## config.mk

```make
export PLATFORM = sky130hd
export DESIGN_NAME = mux_n_to_1_stream
export DESIGN_NICKNAME = d
export VERILOG_FILES = /design/src/rtl/mux_pkg.sv /design/src/rtl/rr_arbiter.sv /design/src/rtl/mux_n_to_1_stream.sv
export SDC_FILE = /design/constraint.sdc
export NUM_CORES = 1
export LEC_CHECK = 0
export CAP_MARGIN = 20
export CORE_ASPECT_RATIO = 1.25
export CORE_UTILIZATION = 38
export CTS_BUF_LIST = sky130_fd_sc_hd__clkbuf_2 sky130_fd_sc_hd__clkbuf_4 sky130_fd_sc_hd__clkbuf_8
export DETAILED_ROUTE_END_ITERATION = 6
export GPL_ROUTABILITY_DRIVEN = 0
export PLACE_DENSITY = 0.79
export SETUP_SLACK_MARGIN = 0.02
export SKIP_CTS_REPAIR_TIMING = 1
export SYNTH_ARGS = -nofsm -noshare
export SYNTH_HDL_FRONTEND = slang
export SYNTH_SLANG_ARGS = --single-unit
```

## constraint.sdc

```tcl
create_clock -name clk -period 2.2 [get_ports clk]
set_clock_uncertainty 0.2 [all_clocks]
set_input_delay 0.44 -clock clk [delete_from_list [all_inputs] [get_ports clk]]
set_output_delay 0.44 -clock clk [all_outputs]
set_load 0.01 [all_outputs]
```

## src/rtl/mux_pkg.sv

```systemverilog
// mux_pkg: shared constants and helpers for the NCH-to-1 stream mux.
//   MODE_SEL / MODE_RR : values of the top-level mode input
//   clog2()            : index width for a channel count
//   nch_ok()           : true when a channel count is supported (2..16)
package mux_pkg;

  localparam logic MODE_SEL = 1'b0;
  localparam logic MODE_RR  = 1'b1;

  function automatic int clog2(input int n);
    int r;
    r = 0;
    while ((1 << r) < n) r++;
    return r;
  endfunction

  function automatic bit nch_ok(input int n);
    return (n >= 2) && (n <= 16);
  endfunction

endpackage

```

## src/rtl/rr_arbiter.sv

```systemverilog
// rr_arbiter: combinational round-robin priority rotation.
//   in_valid [NCH]   request per channel
//   ptr      [SEL_W] last granted channel; search starts at ptr+1
//   grant    [NCH]   one-hot grant (zero when nothing requests)
//   gidx     [SEL_W] index of the granted channel
//   any      1       some channel was granted
module rr_arbiter #(
  parameter int NCH   = 4,
  parameter int SEL_W = 2
) (
  input  logic [NCH-1:0]   in_valid,
  input  logic [SEL_W-1:0] ptr,
  output logic [NCH-1:0]   grant,
  output logic [SEL_W-1:0] gidx,
  output logic             any
);

  // Two ascending passes: channels above ptr first, then the wrapped
  // range 0..ptr. Equivalent to a rotate without a variable index.
  always_comb begin
    grant = '0;
    gidx  = '0;
    any   = 1'b0;
    for (int i = 0; i < NCH; i++) begin
      if (!any && in_valid[i] && (SEL_W'(i) > ptr)) begin
        any      = 1'b1;
        grant[i] = 1'b1;
        gidx     = SEL_W'(i);
      end
    end
    for (int i = 0; i < NCH; i++) begin
      if (!any && in_valid[i] && (SEL_W'(i) <= ptr)) begin
        any      = 1'b1;
        grant[i] = 1'b1;
        gidx     = SEL_W'(i);
      end
    end
  end

endmodule

```

## src/rtl/mux_n_to_1_stream.sv

```systemverilog
// mux_n_to_1_stream: registered NCH-to-1 valid/ready stream multiplexer.
// Picks one channel by explicit select (mode=0) or round-robin (mode=1)
// and registers the winning beat into a single output stage.
//   clk, rst           clock, synchronous active-high reset
//   mode, sel          arbitration mode / explicit channel index
//   in_valid, in_data  per-channel beats, channel i at [i*WIDTH +: WIDTH]
//   in_last            end-of-packet, only meaningful with MUX_LOCK_EN
//   in_ready           per-channel accept, one-hot or zero
//   out_valid/data/ch  output register and its source channel
//   out_ready          downstream accept
// Build option: define MUX_LOCK_EN to hold arbitration on one channel
// from a beat with in_last=0 until its in_last=1 beat has transferred.
module mux_n_to_1_stream
  import mux_pkg::*;
#(
  parameter  int NCH   = 4,
  parameter  int WIDTH = 8,
  localparam int SEL_W = clog2(NCH)
) (
  input  logic                 clk,
  input  logic                 rst,
  input  logic                 mode,
  input  logic [SEL_W-1:0]     sel,
  input  logic [NCH-1:0]       in_valid,
  input  logic [NCH*WIDTH-1:0] in_data,
  input  logic [NCH-1:0]       in_last,
  output logic [NCH-1:0]       in_ready,
  output logic                 out_valid,
  output logic [WIDTH-1:0]     out_data,
  output logic [SEL_W-1:0]     out_ch,
  input  logic                 out_ready
);

  if (!nch_ok(NCH)) begin : g_bad_nch
    $error("mux_n_to_1_stream: NCH must be in 2..16");
  end

  logic [SEL_W-1:0] rr_ptr;
  logic [NCH-1:0]   rr_grant;
  logic [SEL_W-1:0] rr_gidx;
  logic             rr_any;

  logic [NCH-1:0]   gnt;
  logic [SEL_W-1:0] gidx;
  logic             gany;
  logic             load;
  logic             xfer;
  logic [WIDTH-1:0] mux_data;

`ifdef MUX_LOCK_EN
  logic             locked;
  logic [SEL_W-1:0] lock_ch;
  logic             win_last;
`else
  logic             unused_last;
  assign unused_last = ^in_last;
`endif

  rr_arbiter #(.NCH(NCH), .SEL_W(SEL_W)) u_rr (
    .in_valid (in_valid),
    .ptr      (rr_ptr),
    .grant    (rr_grant),
    .gidx     (rr_gidx),
    .any      (rr_any)
  );

  // Grant is purely combinational from in_valid; sources hold data while
  // waiting, so a dropped valid simply drops the grant.
  always_comb begin
    gnt  = '0;
    gidx = '0;
    gany = 1'b0;
`ifdef MUX_LOCK_EN
    if (locked) begin
      gidx = lock_ch;
      for (int i = 0; i < NCH; i++)
        if (SEL_W'(i) == lock_ch) gnt[i] = in_valid[i];
      gany = |gnt;
    end else
`endif
    if (mode == MODE_RR) begin
      gnt  = rr_grant;
      gidx = rr_gidx;
      gany = rr_any;
    end else begin
      // sel values >= NCH match no channel and so grant nothing
      gidx = sel;
      for (int i = 0; i < NCH; i++)
        if (SEL_W'(i) == sel) gnt[i] = in_valid[i];
      gany = |gnt;
    end
  end

  always_comb begin
    mux_data = '0;
    for (int i = 0; i < NCH; i++)
      if (SEL_W'(i) == gidx) mux_data = in_data[i*WIDTH +: WIDTH];
  end

`ifdef MUX_LOCK_EN
  always_comb begin
    win_last = 1'b0;
    for (int i = 0; i < NCH; i++)
      if (SEL_W'(i) == gidx) win_last = in_last[i];
  end
`endif

  // Reset masks in_ready so nothing is accepted while the stage clears.
  assign load     = !out_valid || out_ready;
  assign xfer     = load && gany && !rst;
  assign in_ready = (load && !rst) ? gnt : '0;

  always_ff @(posedge clk) begin
    if (rst) begin
      out_valid <= 1'b0;
      out_data  <= '0;
      out_ch    <= '0;
      rr_ptr    <= SEL_W'(NCH - 1);
    end else begin
      if (load) begin
        out_valid <= xfer;
        if (xfer) begin
          out_data <= mux_data;
          out_ch   <= gidx;
        end
      end
      // Only round-robin transfers move the pointer, so explicit-select
      // traffic does not disturb the rotation order.
      if (xfer && mode == MODE_RR) rr_ptr <= gidx;
    end
  end

`ifdef MUX_LOCK_EN
  always_ff @(posedge clk) begin
    if (rst) begin
      locked  <= 1'b0;
      lock_ch <= '0;
    end else if (xfer) begin
      locked  <= !win_last;
      lock_ch <= gidx;
    end
  end
`endif

endmodule
```

# Word-level counts from Yosys, hierarchy flattened
# Cells that the tools add are included.
[word_totals]
word_cells = 89
inputBits = 46
ff_bits = 13
out_inout_bits = 15
[op_classes]
n_reduce_logical = 33
eq_ne = 6
order_cmp = 8
mux = 38
[op_table]
columns = ["op", "n"]
rows = [
  ["$mux W8", 4],
  ["$mux W1", 25],
  ["$logic_and A1 B1 Y1", 19],
  ["$mux W2", 7],
  ["$logic_not A1 Y1", 9],
  ["$eq A2 B2 Y1 const A", 4],
  ["$mux W4", 2],
  ["$eq A1 B2 Y1 const A", 2],
  ["$gt A1 B2 Y1 const A", 2],
  ["$gt A2 B2 Y1 const A", 2],
  ["$le A1 B2 Y1 const A", 2],
  ["$le A2 B2 Y1 const A", 2],
  ["$logic_not A2 Y1", 2],
  ["$reduce_or A4 Y1", 1],
  ["$reduce_and A2 Y1", 1],
  ["$logic_or A1 B1 Y1", 1],
]

# Depth between registers and ports, before layout
[logic_depth]
ltp_word = 37
depth_mapped = 9
ltp_nobuf = 5

# By module
# A second synthesis with hierarchy kept.
[unflattened]
cells_unflattened = 126
area_unflattened_um2 = 1153.6
[modules_own_cells]
columns = ["mod", "n_inst", "cells_each", "seq_area_each_um2", "area_each_um2"]
rows = [
  ["mux_n_to_1_stream", 1, 92, 260.2, 919.6],
  ["rr_arbiter", 1, 34, 0.0, 234.0],
]

# Least setup slack after synthesis
# Ideal clock, no wire load.
[synth_path]
path_type = "in2reg"
from = "input port in_valid[1]"
to = "register out_data[6]"
path_buffers = 4
arrival_ns = 1.773
setup_time_ns = 0.132
required_ns = 1.868
slack_ns = 0.096
stages = 9
path_cell_list = "buf_4 -> nand2b_1 -> buf_2 -> o211a_1 -> buf_6 -> a21o_1 -> buf_6 -> a221oi_1 -> o31ai_1"
[synth_via]
elab_chain_cells = 33
word_cells_on_any_way = 50
classes_between = "3 x eq/ne; 22 x mux; 25 x reduce/logical"
[synth_rtl]
columns = ["element", "line_no", "rtl"]
rows = [
  ["from (decl)", "mux_n_to_1_stream.sv:24", "input logic [NCH-1:0] in_valid,"],
  ["$logic_and A1 B1 Y1 (2 in series)", "rr_arbiter.sv:25", "if (!any && in_valid[i] && (SEL_W'(i) > ptr)) begin"],
  ["$mux W1", "rr_arbiter.sv:25", ""],
  ["$logic_not A1 Y1", "rr_arbiter.sv:25", ""],
  ["$logic_and A1 B1 Y1 (2 in series)", "rr_arbiter.sv:25", ""],
  ["$mux W1", "rr_arbiter.sv:25", ""],
  ["$logic_not A1 Y1", "rr_arbiter.sv:25", ""],
  ["$logic_and A1 B1 Y1 (2 in series)", "rr_arbiter.sv:25", ""],
  ["$mux W1", "rr_arbiter.sv:25", ""],
  ["[9 not listed]", "--", ""],
  ["$logic_and A1 B1 Y1 (2 in series)", "rr_arbiter.sv:32", "if (!any && in_valid[i] && (SEL_W'(i) <= ptr)) begin"],
  ["$mux W1", "rr_arbiter.sv:32", ""],
  ["$logic_not A1 Y1", "rr_arbiter.sv:32", ""],
  ["$logic_and A1 B1 Y1 (2 in series)", "rr_arbiter.sv:32", ""],
  ["$mux W2", "rr_arbiter.sv:32", ""],
  ["$mux W2", "mux_n_to_1_stream.sv:81", "if (mode == MODE_RR) begin"],
  ["$logic_not A2 Y1", "mux_n_to_1_stream.sv:97", "if (SEL_W'(i) == gidx) mux_data = in_data[i*WIDTH +: WIDTH];"],
  ["$mux W8 (4 in series)", "mux_n_to_1_stream.sv:97", ""],
  ["to (signal assigned)", "mux_n_to_1_stream.sv:123", "out_data <= mux_data;"],
  ["to (decl)", "mux_n_to_1_stream.sv:29", "output logic [WIDTH-1:0] out_data,"],
]
# Parallel ways exist; a longest one is shown, timed or not. The select of a mux whose other input is x is not followed.
# A chain may end at the register's enable or synchronous reset.

# Worst setup path after layout
[layout_path]
from = "input port in_valid[3]"
to = "register out_data[6]"
[layout_via]
elab_chain_cells = 25
word_cells_on_any_way = 40
classes_between = "3 x eq/ne; 18 x mux; 19 x reduce/logical"
[layout_rtl]
columns = ["element", "line_no"]
rows = [
  ["$logic_and A1 B1 Y1 (2 in series)", "rr_arbiter.sv:25"],
  ["$mux W1", "rr_arbiter.sv:25"],
  ["$logic_not A1 Y1", "rr_arbiter.sv:32"],
  ["$logic_and A1 B1 Y1 (2 in series)", "rr_arbiter.sv:32"],
  ["$mux W1", "rr_arbiter.sv:32"],
  ["$logic_not A1 Y1", "rr_arbiter.sv:32"],
  ["$logic_and A1 B1 Y1 (2 in series)", "rr_arbiter.sv:32"],
  ["$mux W1", "rr_arbiter.sv:32"],
  ["$logic_not A1 Y1", "rr_arbiter.sv:32"],
  ["$logic_and A1 B1 Y1 (2 in series)", "rr_arbiter.sv:32"],
  ["$mux W1", "rr_arbiter.sv:32"],
  ["$logic_not A1 Y1", "rr_arbiter.sv:32"],
  ["$logic_and A1 B1 Y1 (2 in series)", "rr_arbiter.sv:32"],
  ["$mux W2", "rr_arbiter.sv:32"],
  ["$mux W2", "mux_n_to_1_stream.sv:81"],
  ["$logic_not A2 Y1", "mux_n_to_1_stream.sv:97"],
  ["$mux W8 (4 in series)", "mux_n_to_1_stream.sv:97"],
]
# Parallel ways exist; a longest one is shown, timed or not. The select of a mux whose other input is x is not followed.

==> flow_metrics.tcl <==
set metrics [dict create \
    fin_util_pct 69.5 \
    synth_cells 178 \
    htreeDepth 1 \
    io_pins 61 \
    clock-sinks 13 \
    diodes 0 \
    power_density_nw_per_um2 476 \
    path_max_fanout 9 \
    grt_pass1_wl_um 6710 \
    dieWidth_um 54.3 \
    critPathLaunch "in_valid[3]" \
    cts_made_buffers 3 \
    final_cell_mix "clkdlybuf4s50_1 (43), buf_4 (36), nand2_1 (21), a21oi_1 (14), nor2_1 (12)" \
    grt_max_degree 14 \
    die_h_um 67.3 \
    row_count 23 \
    wl_per_cell_um 15.2 \
    final_hold_viol_count 0 \
    max_freq_mhz 472 \
    hold_path.startpoint "out_ch[0]$_SDFFE_PP0P_" \
    peakVddDrop_mv 0.376 \
    syn_area_per_cell_um2 7.29 \
    numPortBuffers 56 \
    synth_nets 224 \
    worstPathRequired_ps 2120 \
    via_count 1758 \
    grt_pass1_vias 1564 \
    synth_edf_count 0 \
    status "completed" \
    critPathLaunchType "input port" \
    dp_worst_setup_slack_ps -664 \
    fin_nets 305 \
    setup_viol 0 \
    critPathSlowestCell "a221oi_1" \
    finalMaxSlewViolations 0 \
    seq_area_frac_synth_pct 20.1 \
    cts_tree "built" \
    grt-ovfl-total 0 \
    rsz0062_at_grt "true" \
    dieArea_um2 3650 \
    cts-root-buf "clkbuf_8" \
    synthesis.area_um2 1300 \
    maxCapViolations 0 \
    period_share_pct 96.4 \
    core_area_um2 3220 \
    hp-class "reg -> reg" \
    clockBufferDepth 2 \
    ys_ff_latch 13 \
    grt_antenna_before_repair 0 \
    cp_cell_sequence "clkbuf_2 > and2_0 > buf_4 > o211a_1 > a21o_1 > a221oi_1 > o31ai_1" \
    area_growth_pct 72.6 \
    dpl.hpwl_um 3340 \
    slowest_delay_ps 410 \
    relSlewSlack_pct 64.8 \
    path_class "in -> reg" \
    worstMarginPinSlew_ps 526 \
    synthFlopType "dfxtp_1" \
    firstDrtPassIters 4 \
    synth-async-reset-ratio_pct 0 \
    layout_min_cycle_time_ps 2120 \
    final_common_cell "clkdlybuf4s50_1" \
    endpoint_kind "flop" \
    drive_above_1_share_pct 28.3 \
    clkTransAtPathRegs_ps 60 \
    ant_nets 0 \
    insertion_delay_ps 240 \
    drtIter0Drc 80 \
    worst-endpoint-arrival_ps 2040 \
    yosys_warnings 0 \
    via_per_inst 5.96 \
    wirelength_um 4490 \
    start_util_pct 40.3 \
    ys_types 38 \
    yosysTopAreaCellShare_pct 20.1 \
    ys_top_cells_by_area "dfxtp_1 (20%), nand2_1 (6.7%), a21oi_1 (6.2%), o2111ai_1 (6.1%), a2111oi_0 (5.4%)" \
    setup_ws_ps 79.7 \
    r2r_start "rr_ptr[1]$_SDFFE_PP1P_" \
    synth_top_cell_by_area "dfxtp_1" \
    p_leak_nw 0.972 \
    drc 0 \
    gr-usage-all-layers_pct 24.5 \
]
-- registers in the layout (all words and copies together) (netlist names) --
signal	count
rr_ptr	2
out_valid	1
out_ch	2
out_data	8
-- layout make-up --
cell class,instances,area (um^2)
Tap cell,37,46.3
Inverter,3,11.3
Sequential cell,13,263
Timing Repair Buffer,96,865
Fill cell,261,983
Clock buffer,4,48.8
Multi-Input combinational cell,142,1010
-- logic make-up (layout without fill, tap and decap cells) --
logic type / after synthesis / count (layout) / synth area share (%)
AO/OA/AOI/OAI: 75 / 75 / 41.9
AND/OR/NAND/NOR: 63 / 63 / 24.0
buffers and inverters: 23 / 103 / 10.0
flip-flops: 13 / 13 / 20.1
multiplexers: 4 / 4 / 4.05
-- worst max-delay path, delay by kind of cell --
kind,cells,cell delay [ps]
AO/OA/AOI/OAI,4,1070
buffers and inverters,2,310
AND/OR/NAND/NOR,1,210
-- per-layer routing --
metal / GRT usage [%] / up-vias / wire, um
met2: 43.3 / 88 / 2260
li1: - / 843 / -
met1: 30.9 / 810 / 1810
met3: 1.58 / 17 / 276
met5: 0 / - / 0
met4: 7.37 / 0 / 144
-- path summary, 6_finish.rpt --
path | end | slack (ps) | cells after the start
worst max-delay path | out_data[6]$_SDFFE_PP0P_ | 80 | 7
worst min-delay path | out_ch[0]$_SDFFE_PP0P_ | 260 | 2
worst max register to register | out_data[6]$_SDFFE_PP0P_ | 130 | 6
worst min register to register | out_ch[0]$_SDFFE_PP0P_ | 260 | 2
-- per-stage QoR --
step	hold WS [ps]	instance area (um^2)	cells	total power, mW	setup TNS [ps]
final	260	2240	295	1.07	0
after global routing	293	2240	295	1.13	-15.1
after CTS	260	2130	293	1.03	-6410
after detailed placement	249	2080	289	0.800	-9700
after global placement	249	2080	289	0.789	-8720
after floorplan	281	1300	178	0.546	0
-- where the power goes --
| part | switching (mW) | internal (mW) | leakage, nW | total [mW] |
|---|---|---|---|---|
| sequential | 0.0283 | 0.271 | 0.107 | 0.300 |
| combinational | 0.245 | 0.294 | 0.839 | 0.539 |
| clock | 0.0872 | 0.140 | 0.0262 | 0.228 |
-- synthesized netlist by cell type (2+ instances only) --
cell type  count
nand2_1       23
a21oi_1       16
nor2_1        16
dfxtp_1       13
o21ai_0       11
o2111ai_1      9
a2111oi_0      8
a221oi_1       8
buf_2          8
nand3b_1       8
o31ai_1        8
buf_6          4
clkbuf_1       4
nand2b_1       4
o211a_1        4
buf_1          3
inv_1          3
mux2i_1        3
a21o_1         2
a22oi_1        2
nor2b_1        2
or2_1          2
or2_2          2
Note: power is estimated with default switching activity, not from simulation.
